==> src/rtl/i2s_pkg.sv <==
// Shared definitions for the I2S slave peripherals: register map, bit positions, FSM states.
package i2s_pkg;

    localparam logic [1:0] ADDR_DATA      = 2'd0;
    localparam logic [1:0] ADDR_CONTROL   = 2'd1;
    localparam logic [1:0] ADDR_STATUS    = 2'd2;
    localparam logic [1:0] ADDR_FRAME_CNT = 2'd3;

    localparam int CTRL_EN_BIT    = 0;
    localparam int CTRL_FLUSH_BIT = 1;

    localparam int STAT_EMPTY_BIT = 0;
    localparam int STAT_FULL_BIT  = 1;
    localparam int STAT_OVF_BIT   = 2;
    localparam int STAT_LEVEL_LSB = 8;

    typedef enum logic [1:0] {
        ST_IDLE,
        ST_SYNC,
        ST_LEFT,
        ST_RIGHT
    } i2s_state_e;

    function automatic logic [31:0] pack_status(input logic empty, input logic full,
                                                input logic ovf, input logic [7:0] level);
        logic [31:0] v;
        v = '0;
        v[STAT_EMPTY_BIT] = empty;
        v[STAT_FULL_BIT]  = full;
        v[STAT_OVF_BIT]   = ovf;
        v[STAT_LEVEL_LSB +: 8] = level;
        return v;
    endfunction

endpackage

==> src/rtl/avs_i2s_rx_if.sv <==
// Avalon-MM slave bus bundle for the I2S receiver register port.
interface avs_i2s_rx_if;
    logic [1:0]  address;
    logic        read;
    logic        write;
    logic        waitrequest;
    logic [31:0] readdata;
    logic [31:0] writedata;

    modport master (output address, read, write, writedata,
                    input  waitrequest, readdata);
    modport slave  (input  address, read, write, writedata,
                    output waitrequest, readdata);
endinterface

==> src/rtl/i2s_rx_fifo.sv <==
// Show-ahead synchronous FIFO of stereo frames; head word visible without a pop.
module i2s_rx_fifo #(
    parameter int DEPTH = 16
) (
    input  logic                     clk,
    input  logic                     reset_n,
    input  logic                     i_push,
    input  logic                     i_pop,
    input  logic                     i_flush,
    input  logic [31:0]              i_data,
    output logic [31:0]              o_data,
    output logic                     o_empty,
    output logic                     o_full,
    output logic [$clog2(DEPTH):0]   o_level
);
    localparam int AW = $clog2(DEPTH);

    logic [31:0] r_mem [DEPTH];
    logic [AW:0] r_wr_ptr;
    logic [AW:0] r_rd_ptr;
    logic        w_do_push;
    logic        w_do_pop;

    assign o_level   = r_wr_ptr - r_rd_ptr;
    assign o_empty   = (o_level == '0);
    assign o_full    = (o_level == (AW + 1)'(DEPTH));
    // A full FIFO still accepts a push when the same cycle frees a slot.
    assign w_do_push = i_push & (~o_full | i_pop);
    assign w_do_pop  = i_pop & ~o_empty;
    assign o_data    = r_mem[r_rd_ptr[AW-1:0]];

    // NOTE: storage has no reset; the pointers alone define which entries are valid.
    always_ff @(posedge clk) begin
        if (w_do_push) r_mem[r_wr_ptr[AW-1:0]] <= i_data;
    end

    // NOTE: sequential state uses non-blocking assignments so every flop samples pre-edge values.
    always_ff @(posedge clk or negedge reset_n) begin
        if (!reset_n) begin
            r_wr_ptr <= '0;
            r_rd_ptr <= '0;
        end else if (i_flush) begin
            r_wr_ptr <= '0;
            r_rd_ptr <= '0;
        end else begin
            if (w_do_push) r_wr_ptr <= r_wr_ptr + 1'b1;
            if (w_do_pop)  r_rd_ptr <= r_rd_ptr + 1'b1;
        end
    end
endmodule

==> src/rtl/avs_i2s_rx.sv <==
// Avalon-MM I2S receiver: synchronises an external Philips I2S stream, deserialises stereo
// frames and queues them for CPU/DMA reads.
module avs_i2s_rx
    import i2s_pkg::*;
#(
    parameter int DW         = 16,
    parameter int FIFO_DEPTH = 16
) (
    input  logic          clk,
    input  logic          reset_n,
    avs_i2s_rx_if.slave   avs_s0,
    input  logic          avs_s0_export_i2s_sck,
    input  logic          avs_s0_export_i2s_ws,
    input  logic          avs_s0_export_i2s_sd
);
    localparam int         LW   = $clog2(FIFO_DEPTH) + 1;
    localparam logic [4:0] DW_L = 5'(DW);

    logic r_sck_meta, r_sck_sync, r_sck_prev;
    logic r_ws_meta,  r_ws_sync;
    logic r_sd_meta,  r_sd_sync;

    logic        r_ws_prev;
    logic [15:0] r_shift;
    logic [4:0]  r_bit_cnt;
    logic [15:0] r_left;

    i2s_state_e  r_state;
    i2s_state_e  w_state_nxt;

    logic        r_en;
    logic        r_ovf;
    logic [31:0] r_frame_cnt;

    logic        w_sck_rise;
    logic        w_ws_change;
    logic        w_bit_room;
    logic [15:0] w_slot_word;
    logic        w_fin_left;
    logic        w_push;
    logic        w_pop;
    logic        w_flush;
    logic        w_push_ok;
    logic        w_drop;
    logic        w_wr_ctrl;
    logic        w_wr_stat;
    logic        w_wr_cnt;
    logic [31:0] w_head;
    logic        w_empty;
    logic        w_full;
    logic [LW-1:0] w_level;
    logic        w_unused_wdata;

    always_ff @(posedge clk or negedge reset_n) begin
        if (!reset_n) begin
            {r_sck_meta, r_sck_sync, r_sck_prev} <= '0;
            {r_ws_meta, r_ws_sync, r_sd_meta, r_sd_sync} <= '0;
        end else begin
            r_sck_meta <= avs_s0_export_i2s_sck;
            r_sck_sync <= r_sck_meta;
            r_sck_prev <= r_sck_sync;
            r_ws_meta  <= avs_s0_export_i2s_ws;
            r_ws_sync  <= r_ws_meta;
            r_sd_meta  <= avs_s0_export_i2s_sd;
            r_sd_sync  <= r_sd_meta;
        end
    end

    assign w_sck_rise  = r_sck_sync & ~r_sck_prev;
    assign w_ws_change = w_sck_rise & (r_ws_sync != r_ws_prev);
    assign w_bit_room  = (r_bit_cnt < DW_L);

    // Current bit lands MSB-first; once DW bits are in, later bits of the slot are dropped.
    // NOTE: every combinational output gets a default first so no latch is inferred.
    always_comb begin
        w_slot_word = r_shift;
        if (w_bit_room) w_slot_word[4'd15 - r_bit_cnt[3:0]] = r_sd_sync;
    end

    always_ff @(posedge clk or negedge reset_n) begin
        if (!reset_n) begin
            r_ws_prev <= 1'b0;
            r_shift   <= '0;
            r_bit_cnt <= '0;
            r_left    <= '0;
        end else if (w_sck_rise) begin
            r_ws_prev <= r_ws_sync;
            if (w_ws_change) begin
                r_shift   <= '0;
                r_bit_cnt <= '0;
                if (w_fin_left) r_left <= w_slot_word;
            end else begin
                r_shift <= w_slot_word;
                if (w_bit_room) r_bit_cnt <= r_bit_cnt + 5'd1;
            end
        end
    end

    always_ff @(posedge clk or negedge reset_n) begin
        if (!reset_n) r_state <= ST_IDLE;
        else          r_state <= w_state_nxt;
    end

    always_comb begin
        w_state_nxt = r_state;
        w_fin_left  = 1'b0;
        w_push      = 1'b0;
        if (!r_en) begin
            w_state_nxt = ST_IDLE;
        end else begin
            case (r_state)
                ST_IDLE:  w_state_nxt = ST_SYNC;
                ST_SYNC:  if (w_ws_change && !r_ws_sync) w_state_nxt = ST_LEFT;
                ST_LEFT:  if (w_ws_change && r_ws_sync) begin
                              w_fin_left  = 1'b1;
                              w_state_nxt = ST_RIGHT;
                          end
                ST_RIGHT: if (w_ws_change && !r_ws_sync) begin
                              w_push      = 1'b1;
                              w_state_nxt = ST_LEFT;
                          end
                default:  w_state_nxt = ST_IDLE;
            endcase
        end
    end

    assign w_pop     = avs_s0.read && (avs_s0.address == ADDR_DATA) && !w_empty;
    assign w_wr_ctrl = avs_s0.write && (avs_s0.address == ADDR_CONTROL);
    assign w_wr_stat = avs_s0.write && (avs_s0.address == ADDR_STATUS);
    assign w_wr_cnt  = avs_s0.write && (avs_s0.address == ADDR_FRAME_CNT);
    assign w_flush   = w_wr_ctrl && avs_s0.writedata[CTRL_FLUSH_BIT];
    assign w_push_ok = w_push & (~w_full | w_pop) & ~w_flush;
    assign w_drop    = w_push & w_full & ~w_pop;
    assign w_unused_wdata = &{1'b0, avs_s0.writedata[31:3]};

    i2s_rx_fifo #(.DEPTH(FIFO_DEPTH)) u_fifo (
        .clk     (clk),
        .reset_n (reset_n),
        .i_push  (w_push),
        .i_pop   (w_pop),
        .i_flush (w_flush),
        .i_data  ({r_left, w_slot_word}),
        .o_data  (w_head),
        .o_empty (w_empty),
        .o_full  (w_full),
        .o_level (w_level)
    );

    always_ff @(posedge clk or negedge reset_n) begin
        if (!reset_n) begin
            r_en        <= 1'b0;
            r_ovf       <= 1'b0;
            r_frame_cnt <= '0;
        end else begin
            if (w_wr_ctrl) r_en <= avs_s0.writedata[CTRL_EN_BIT];
            if (w_drop)
                r_ovf <= 1'b1;
            else if (w_wr_stat && avs_s0.writedata[STAT_OVF_BIT])
                r_ovf <= 1'b0;
            if (w_wr_cnt)       r_frame_cnt <= '0;
            else if (w_push_ok) r_frame_cnt <= r_frame_cnt + 32'd1;
        end
    end

    assign avs_s0.waitrequest = 1'b0;

    always_comb begin
        avs_s0.readdata = '0;
        if (avs_s0.read) begin
            case (avs_s0.address)
                ADDR_DATA:      if (!w_empty) avs_s0.readdata = w_head;
                ADDR_CONTROL:   avs_s0.readdata = {31'b0, r_en};
                ADDR_STATUS:    avs_s0.readdata = pack_status(w_empty, w_full, r_ovf, 8'(w_level));
                ADDR_FRAME_CNT: avs_s0.readdata = r_frame_cnt;
                default:        avs_s0.readdata = '0;
            endcase
        end
    end
endmodule
==> src/flat_wrapper.sv <==
// flat-port wrapper written by rule: the top's interface ports become plain ports
module avs_i2s_rx_flat import i2s_pkg::*;
#(
    parameter int DW         = 16,
    parameter int FIFO_DEPTH = 16
)
  (clk, reset_n, avs_s0_export_i2s_sck, avs_s0_export_i2s_ws, avs_s0_export_i2s_sd, avs_s0_address, avs_s0_read, avs_s0_write, avs_s0_writedata, avs_s0_waitrequest, avs_s0_readdata);
  avs_i2s_rx_if avs_s0_i ();
  input  logic clk;
  input  logic reset_n;
  input  logic avs_s0_export_i2s_sck;
  input  logic avs_s0_export_i2s_ws;
  input  logic avs_s0_export_i2s_sd;
  input wire logic [$bits(avs_s0_i.address)-1:0] avs_s0_address;
  input wire logic [$bits(avs_s0_i.read)-1:0] avs_s0_read;
  input wire logic [$bits(avs_s0_i.write)-1:0] avs_s0_write;
  input wire logic [$bits(avs_s0_i.writedata)-1:0] avs_s0_writedata;
  output wire logic [$bits(avs_s0_i.waitrequest)-1:0] avs_s0_waitrequest;
  output wire logic [$bits(avs_s0_i.readdata)-1:0] avs_s0_readdata;
  assign avs_s0_i.address = avs_s0_address;
  assign avs_s0_i.read = avs_s0_read;
  assign avs_s0_i.write = avs_s0_write;
  assign avs_s0_i.writedata = avs_s0_writedata;
  assign avs_s0_waitrequest = avs_s0_i.waitrequest;
  assign avs_s0_readdata = avs_s0_i.readdata;
  avs_i2s_rx #(.DW(DW), .FIFO_DEPTH(FIFO_DEPTH)) u_core (.clk(clk), .reset_n(reset_n), .avs_s0(avs_s0_i), .avs_s0_export_i2s_sck(avs_s0_export_i2s_sck), .avs_s0_export_i2s_ws(avs_s0_export_i2s_ws), .avs_s0_export_i2s_sd(avs_s0_export_i2s_sd));
endmodule
==> config.mk <==
export PLATFORM = sky130hd
export DESIGN_NAME = avs_i2s_rx_flat
export DESIGN_NICKNAME = d
export VERILOG_FILES = /design/src/rtl/i2s_pkg.sv /design/src/rtl/avs_i2s_rx_if.sv /design/src/rtl/i2s_rx_fifo.sv /design/src/rtl/avs_i2s_rx.sv /design/src/flat_wrapper.sv
export SDC_FILE = /design/constraint.sdc
export NUM_CORES = 1
export LEC_CHECK = 0
export CORE_MARGIN = 2
export CORE_UTILIZATION = 50
export CTS_CLUSTER_DIAMETER = 60
export CTS_CLUSTER_SIZE = 12
export DETAILED_ROUTE_END_ITERATION = 10
export DONT_BUFFER_PORTS = 1
export GPL_ROUTABILITY_DRIVEN = 1
export PLACE_DENSITY = 0.61
export SYNTH_ARGS = -nofsm -noshare
export SYNTH_HDL_FRONTEND = slang
export SYNTH_SLANG_ARGS = --single-unit
==> constraint.sdc <==
create_clock -name clk -period 13 [get_ports clk]
set_clock_uncertainty 0.05 [all_clocks]
set_input_delay 0 -clock clk [delete_from_list [all_inputs] [get_ports clk]]
set_output_delay 0 -clock clk [all_outputs]
set_load 0.02 [all_outputs]
Yosys cells after proc, flatten, opt, wreduce, memory -nomap -nowiden:

Memory sizes are Yosys's and may differ from the RTL's.
Cells that the tools add are included.

* divide/modulo/power cells: 0
* reduce and logical (&&, ||, !) cells: 24
* equality and inequality tests: 10
* $lt $le $gt $ge: 3
* muxes and demuxes: 30
* multiply operators: 0
* bitwise operators: 13
* add/sub/neg operators: 6
* shifts and indexed selects: 0

Operators with widths (count)
* $mux W32: 4
* $pmux W32 S4: 1
* $add A32 B1 Y32 const B: 1
* $mux W16: 2
* $mux W5: 6
* $bwmux W16: 1
* $add A5 B1 Y5 const B: 3
* $mux W1: 11
* $logic_and A1 B1 Y1: 10
* $reduce_bool A2 Y1: 5
* $eq A2 B2 Y1 const B: 4
* $and A1 B1 Y1: 7
* $mux W2: 3
* $ne A3 B3 Y1 const B: 2
* $pmux W2 S3: 1
* $eq A5 B5 Y1 const B: 1
* $logic_not A5 Y1: 1
* $lt A4 B5 Y1 const B: 1
* $lt A5 B5 Y1 const B: 1
* $not A1 Y1: 5
* $sub A5 B5 Y5: 1
* $demux W1 S4: 1
* $eq A2 B1 Y1 const B: 2
* $ge A4 B1 Y1 const B: 1
* 8 further kinds: 11

* RAM bits: 512
* bits in latches: 0
* memories kept: 1
* register bits after elaboration: 91
* ROM bits: 0

Memories
* u_core.u_fifo.r_mem: depth 16, width 32, rd ports 1, clocked after memory_dff 0, write ports 1, RTL line i2s_rx_fifo.sv:18 `logic [31:0] r_mem [DEPTH];`

Longest topological paths before layout:

* depth in word-level cells: 11
* depth in mapped cells: 12
* gate-level depth less buffers: 9

Hierarchy:

A second synthesis with hierarchy kept.

* cells, all modules: 1345
* area total of the unflattened synthesis: 24692.4 µm²

Modules (own cells, without submodules)
* i2s_rx_fifo: cells each 825, instances 1, sequential area each 15625.0 µm², area an instance 20070.5 µm²
* avs_i2s_rx: cells each 520, instances 1, sequential area each 2026.9 µm², area an instance 4621.9 µm²

Worst setup path after synthesis:

OpenSTA, ideal clock, no wires.

* path type: flip-flop to flip-flop
* start: reg u_core.u_fifo.r_rd_ptr[2]
* end: mem u_core.u_fifo.r_mem[3][0] (enable)
* required time: 12449 ps
* period minus slack after synthesis: 6078 ps
* cell stages (with the launch flop): 11
* setup slack: 6922 ps
* setup time: 501 ps
* buffers on the path: 3
* data arrival time: 5527 ps
* path through: dfrtp_1 clkbuf_1 clkbuf_1 inv_1 ha_1 nand2b_1 a21oi_2 xor2_4 o31ai_2 buf_2 nor4_1

* word-level cells in the longest chain between the ends: 8
* elaborated cells between the ends (all ways): 10
* those cells by class: add/sub (1); eq/ne (1); mux (2); bitwise (3); reduce/logical (3)

Ends and longest elaborated chain
* from (decl): RTL line i2s_rx_fifo.sv:20 `logic [AW:0] r_rd_ptr;`
* from (signal assigned): RTL line i2s_rx_fifo.sv:47 `if (w_do_pop) r_rd_ptr <= r_rd_ptr + 1'b1;`
* $sub A5 B5 Y5 *: RTL line i2s_rx_fifo.sv:24 `assign o_level = r_wr_ptr - r_rd_ptr;`
* $logic_not A5 Y1: RTL line i2s_rx_fifo.sv:25 `assign o_empty = (o_level == '0);`
* $logic_not A1 Y1: RTL line avs_i2s_rx.sv:127 `assign w_pop = avs_s0.read && (avs_s0.address == ADDR_DATA) && !w_empty;`
* $logic_and A1 B1 Y1: RTL line avs_i2s_rx.sv:127
* $or A1 B1 Y1 *: RTL line i2s_rx_fifo.sv:28 `assign w_do_push = i_push & (~o_full | i_pop);`
* $and A1 B1 Y1 *: RTL line i2s_rx_fifo.sv:28
* $mux W1 *: RTL line i2s_rx_fifo.sv:34 `if (w_do_push) r_mem[r_wr_ptr[AW-1:0]] <= i_data;`
* $mux W1 (implied by the code) *: RTL line i2s_rx_fifo.sv:34
* to (decl): RTL line i2s_rx_fifo.sv:18

Every way passes the cells marked *; elsewhere a longest branch is shown, timed or not.

Worst setup path after layout:

* start: reg u_core.u_fifo.r_rd_ptr[2]
* end: out avs_s0_readdata[9]

* word-level cells in the longest chain between the ends: 5
* elaborated cells between the ends (all ways): 6
* those cells by class: add/sub (1); mux (3); reduce/logical (1); memory (1)

Ends and longest elaborated chain
* $sub A5 B5 Y5: RTL line i2s_rx_fifo.sv:24
* $logic_not A5 Y1: RTL line i2s_rx_fifo.sv:25
* $mux W32 *: RTL line avs_i2s_rx.sv:171 `ADDR_DATA: if (!w_empty) avs_s0.readdata = w_head;`
* $pmux W32 S4 *: RTL line avs_i2s_rx.sv:170 `case (avs_s0.address)`
* $mux W32 *: RTL line avs_i2s_rx.sv:169 `if (avs_s0.read) begin`
* to (decl): RTL line flat_wrapper.sv:19 `output wire logic [$bits(avs_s0_i.readdata)-1:0] avs_s0_readdata;`

Marked as above.

==> results.py <==
metrics = {
    "status": {
        "status": "completed",
    },
    "grt": {
        "grt_pass1_vias": 12800,
        "antenna_found_initial": 1,
        "grt_pass1_wl_um": 82800,
        "track_usage": 0.226,
        "overflow": 0,
        "grt_max_degree": 92,
    },
    "timing": {
        "tns_ns": 0,
        "tightest_slew_ns": 1.27,
        "fmax_mhz": 202,
        "fin_crit_ns": 4.94,
        "finalHoldViolCount": 0,
        "relSlewSlack": 0.154,
        "drv_slew": 0,
        "timing.final.ws_setup_ns": 8.06,
        "grt_setup_unrepaired": "no",
        "period_share": 0.380,
        "setup_viol": 0,
    },
    "layout": {
        "final_nets": 1424,
        "design_area_um2": 27300,
        "fillCellCount": 3709,
        "final-seq-area_um2": 17700,
        "diodes": 0,
        "multi_input_area_um2": 6500,
        "syn_to_final_growth_pct": 11.3,
        "drive_above_1_share": 0.208,
    },
    "synth": {
        "async_reset_ff_frac": 0.151,
        "synthCells": 1336,
        "synthFlopType": "edfxtp_1",
        "post-synth-top-area-cell": "edfxtp_1",
        "synth_top_area_frac": 0.626,
        "yosysWarnings": 0,
        "synth_edf_count": 512,
        "avgSynthCellArea_um2": 18.4,
        "seq_area_frac_synth": 0.719,
        "synth-seq-cells": 603,
        "synth_fp_nets": 1392,
        "ys_types": 68,
        "synth_area_leaders": "edfxtp_1 (63%), mux4_2 (14%), dfrtp_1 (9.3%)",
        "syn_area_um2": 24600,
    },
    "power": {
        "switchingPower_uw": 1160,
        "report.power.total_uw": 4520,
        "comb_power_share": 0.166,
        "internal-power_uw": 3360,
        "power_leakage_uw": 0.00915,
        "p_sw_frac": 0.257,
        "clkPwrFrac": 0.357,
        "ir_drop_uv": 120,
        "p_seq_frac": 0.478,
        "cellPowerDensity_nw_per_um2": 165,
    },
    "cts": {
        "clk_path_buf_depth": 3,
        "cts_max_level": 2,
        "clk_transition_reported_paths_ns": 0.06,
        "cts_tree": "yes",
        "clkLatencyLatePin_ns": 0.61,
        "cts_setup_buffers": 0,
        "clock-root-buffer": "clkbuf_16",
        "clock_sinks": 603,
        "cts_buffers": 59,
        "cts-resized-gates": 0,
    },
    "die": {
        "initial_core_util": 0.504,
        "rows": 81,
        "core_area_um2": 48700,
        "dieHeight_um": 226,
        "io_pins": 74,
        "die-area_um2": 50900,
        "die_x_um": 226,
    },
    "placement": {
        "place_area_um2": 25300,
        "dp_hpwl_um": 30300,
        "pre_cts_slack_ns": 8.44,
        "finalWeightedCongestion": 0.832,
        "portBuffers": 0,
    },
    "detailed_routing": {
        "via_per_inst": 6.03,
        "drt_wl_total_um": 56000,
        "vias": 12600,
        "drt-initial-drc-count": 1332,
        "final_antenna_net_count": 0,
        "dr.pass1.iters": 7,
        "drc": 0,
        "wl_per_cell_um": 26.9,
    },
    "setup_path": {
        "r2r_end": "u_core.u_fifo.r_mem[8][21]",
        "reg2regPathDepth": 11,
        "path_cells": "buf_4 > inv_1 > ha_1 > nand2b_1 > a21oi_2 > xor2_4 > nand2_1 > o31ai_1 > nor2_1",
        "rrSetupSlack_ns": 8.45,
        "cp-end-kind": "primary output",
        "r2r_start": "u_core.u_fifo.r_rd_ptr[2]",
        "required_ns": 12.95,
        "worstPathArrival_ns": 4.89,
        "cp_max_fo": 44,
        "slowest_stage": "o31ai_1",
        "max_stage_delay_ns": 0.74,
        "crit_start": "u_core.u_fifo.r_rd_ptr[2]",
        "critical_path_class": "reg2out",
        "start_kind": "flop",
        "setup.worst_path.end": "avs_s0_readdata[9]",
    },
    "min_path": {
        "min_path_type": "in2async",
    },
    "job": {
        "maxCapViolCount": 0,
    },
}
[critical path, delay by kind of cell, from the launching register on]
family	cells	cell delay, ns
AND/OR/NAND/NOR	3	1.09
AO/OA/AOI/OAI	2	1.03
buffers and inverters	2	0.97
adder cells (fa/ha/maj)	1	0.47
XOR/XNOR	1	0.37
flip-flops	1	0.34
[metrics by stage]
step | hold slack, ns | util | std cells
2_1_floorplan | -0.346 | - | 1336
3_3_place_gp | -0.343 | 0.519 | 1953
3_5_place_dp | -0.342 | 0.519 | 1953
4_1_cts | 0.0199 | 0.561 | 2082
5_1_grt | 0.0674 | 0.561 | 2082
6_report | 0.0225 | 0.561 | 2082
[cell usage in the layout (no fill, tap or decap), types with 3 or more instances in the layout]
| cell | Yosys | layout |
|---|---|---|
| dlygate4sd3_1 | 0 | 16 |
| and3_1 | 9 | 5 |
| mux2_2 | 3 | 3 |
| a21oi_1 | 43 | 43 |
| nor2_1 | 25 | 24 |
| and2_2 | 0 | 7 |
| or4_1 | 10 | 10 |
| and3_2 | 0 | 4 |
| nor2b_1 | 4 | 4 |
| a2111oi_0 | 3 | 3 |
| inv_1 | 31 | 31 |
| nor3_2 | 3 | 3 |
| buf_4 | 2 | 28 |
| xor2_1 | 3 | 3 |
| or3_1 | 22 | 22 |
| a32o_1 | 24 | 24 |
| o21ai_0 | 63 | 63 |
| and4_2 | 0 | 3 |
| and2_1 | 9 | 3 |
| o31ai_1 | 15 | 15 |
| nand3_1 | 31 | 31 |
| mux2i_1 | 18 | 18 |
| edfxtp_1 | 512 | 512 |
| dfrtp_1 | 91 | 88 |
| clkbuf_16 | 0 | 61 |
| nor3_1 | 5 | 5 |
| nand4_1 | 6 | 6 |
| clkbuf_1 | 46 | 41 |
| nand2_1 | 91 | 91 |
| a221oi_1 | 4 | 4 |
| xnor2_1 | 5 | 5 |
| nand2b_1 | 7 | 7 |
| ha_1 | 14 | 14 |
| and4_1 | 9 | 6 |
| mux4_2 | 155 | 155 |
| a31oi_1 | 3 | 3 |
[routing by layer]
layer,track usage,share of wire,vias to the layer above
met3,0.0388,0.057,67
met2,0.366,0.48,367
met1,0.317,0.44,6638
li1,-,-,5485
met5,0,0,-
met4,0.0654,0.019,0
[what timing repair did]
action / in CTS / in global routing
hold endpoints to repair: 110 / 0
endpoints found under the setup margin: 0 / 0
hold buffers: 18 / 0
[worst min path at each step]
stage	endpoint	cells after the start	slack, ns
2_1_floorplan	u_core.r_bit_cnt[0]	0	-0.35
4_1_cts	u_core.r_frame_cnt[21]	3	0.02
3_5_place_dp	u_core.r_frame_cnt[20]	0	-0.34
5_1_grt	u_core.r_frame_cnt[21]	3	0.07
6_report	u_core.r_frame_cnt[18]	3	0.02
3_3_place_gp	u_core.r_frame_cnt[14]	0	-0.34
[area by class of cell]
| class | instances | share of cell area |
|---|---|---|
| inverter | 33 | 0.00453 |
| multi-input combinational | 625 | 0.238 |
| sequential | 603 | 0.646 |
| clock inverter | 8 | 0.00380 |
| clock buffer | 103 | 0.0620 |
| timing repair buffer | 46 | 0.0156 |
| tap | 664 | 0.0304 |
[Yosys cell counts (all sizes together) (3+ instances only)]
| master | instances |
|---|---|
| mux4 | 155 |
| and3 | 9 |
| nor3 | 8 |
| mux2i | 18 |
| nor2b | 4 |
| nand4 | 6 |
| or4 | 11 |
| dfrtp | 91 |
| clkbuf | 46 |
| nand3 | 31 |
| o31ai | 17 |
| a32o | 24 |
| xnor2 | 5 |
| edfxtp | 512 |
| and2 | 10 |
| a221oi | 4 |
| and4 | 9 |
| nand2b | 8 |
| xor2 | 5 |
| a31oi | 3 |
| nor4 | 3 |
| nor2 | 27 |
| o311ai | 3 |
| a21oi | 44 |
| mux2 | 3 |
| ha | 14 |
| a2111oi | 3 |
| o21ai | 64 |
| inv | 32 |
| buf | 29 |
| or3 | 22 |
| nand2 | 91 |
[cells by family (layout without fill, tap and decap cells)]
group | Yosys count | after routing | synth area share
flip-flops | 603 | 603 | 0.719
AND/OR/NAND/NOR | 248 | 248 | 0.0527
multiplexers | 176 | 176 | 0.151
AO/OA/AOI/OAI | 175 | 175 | 0.0468
buffers and inverters | 108 | 190 | 0.0185
adder cells (fa/ha/maj) | 15 | 15 | 0.00795
XOR/XNOR | 10 | 10 | 0.00464
other | 1 | 1 | 0.000153
[power by group through the flow]
| stage | sequential (uW) | clock [uW] | combinational, uW |
|---|---|---|---|
| final | 2160 | 1610 | 750 |
| after global routing | 2170 | 1720 | 808 |
| after CTS | 2160 | 1650 | 763 |
| after detailed placement | 2200 | 0 | 749 |
| after global placement | 2200 | 0 | 747 |
| after floorplan | 2150 | 0 | 596 |
[registers in the layout (all words and copies together), names as in the netlist, 2 cells and up]
name	count
u_core.u_fifo.r_wr_ptr	5
u_core.r_shift	16
u_core.r_state	2
u_core.r_left	16
u_core.r_bit_cnt	5
u_core.r_frame_cnt	32
u_core.u_fifo.r_rd_ptr	5
u_core.u_fifo.r_mem	512
Power figures use the tool's default switching activity.
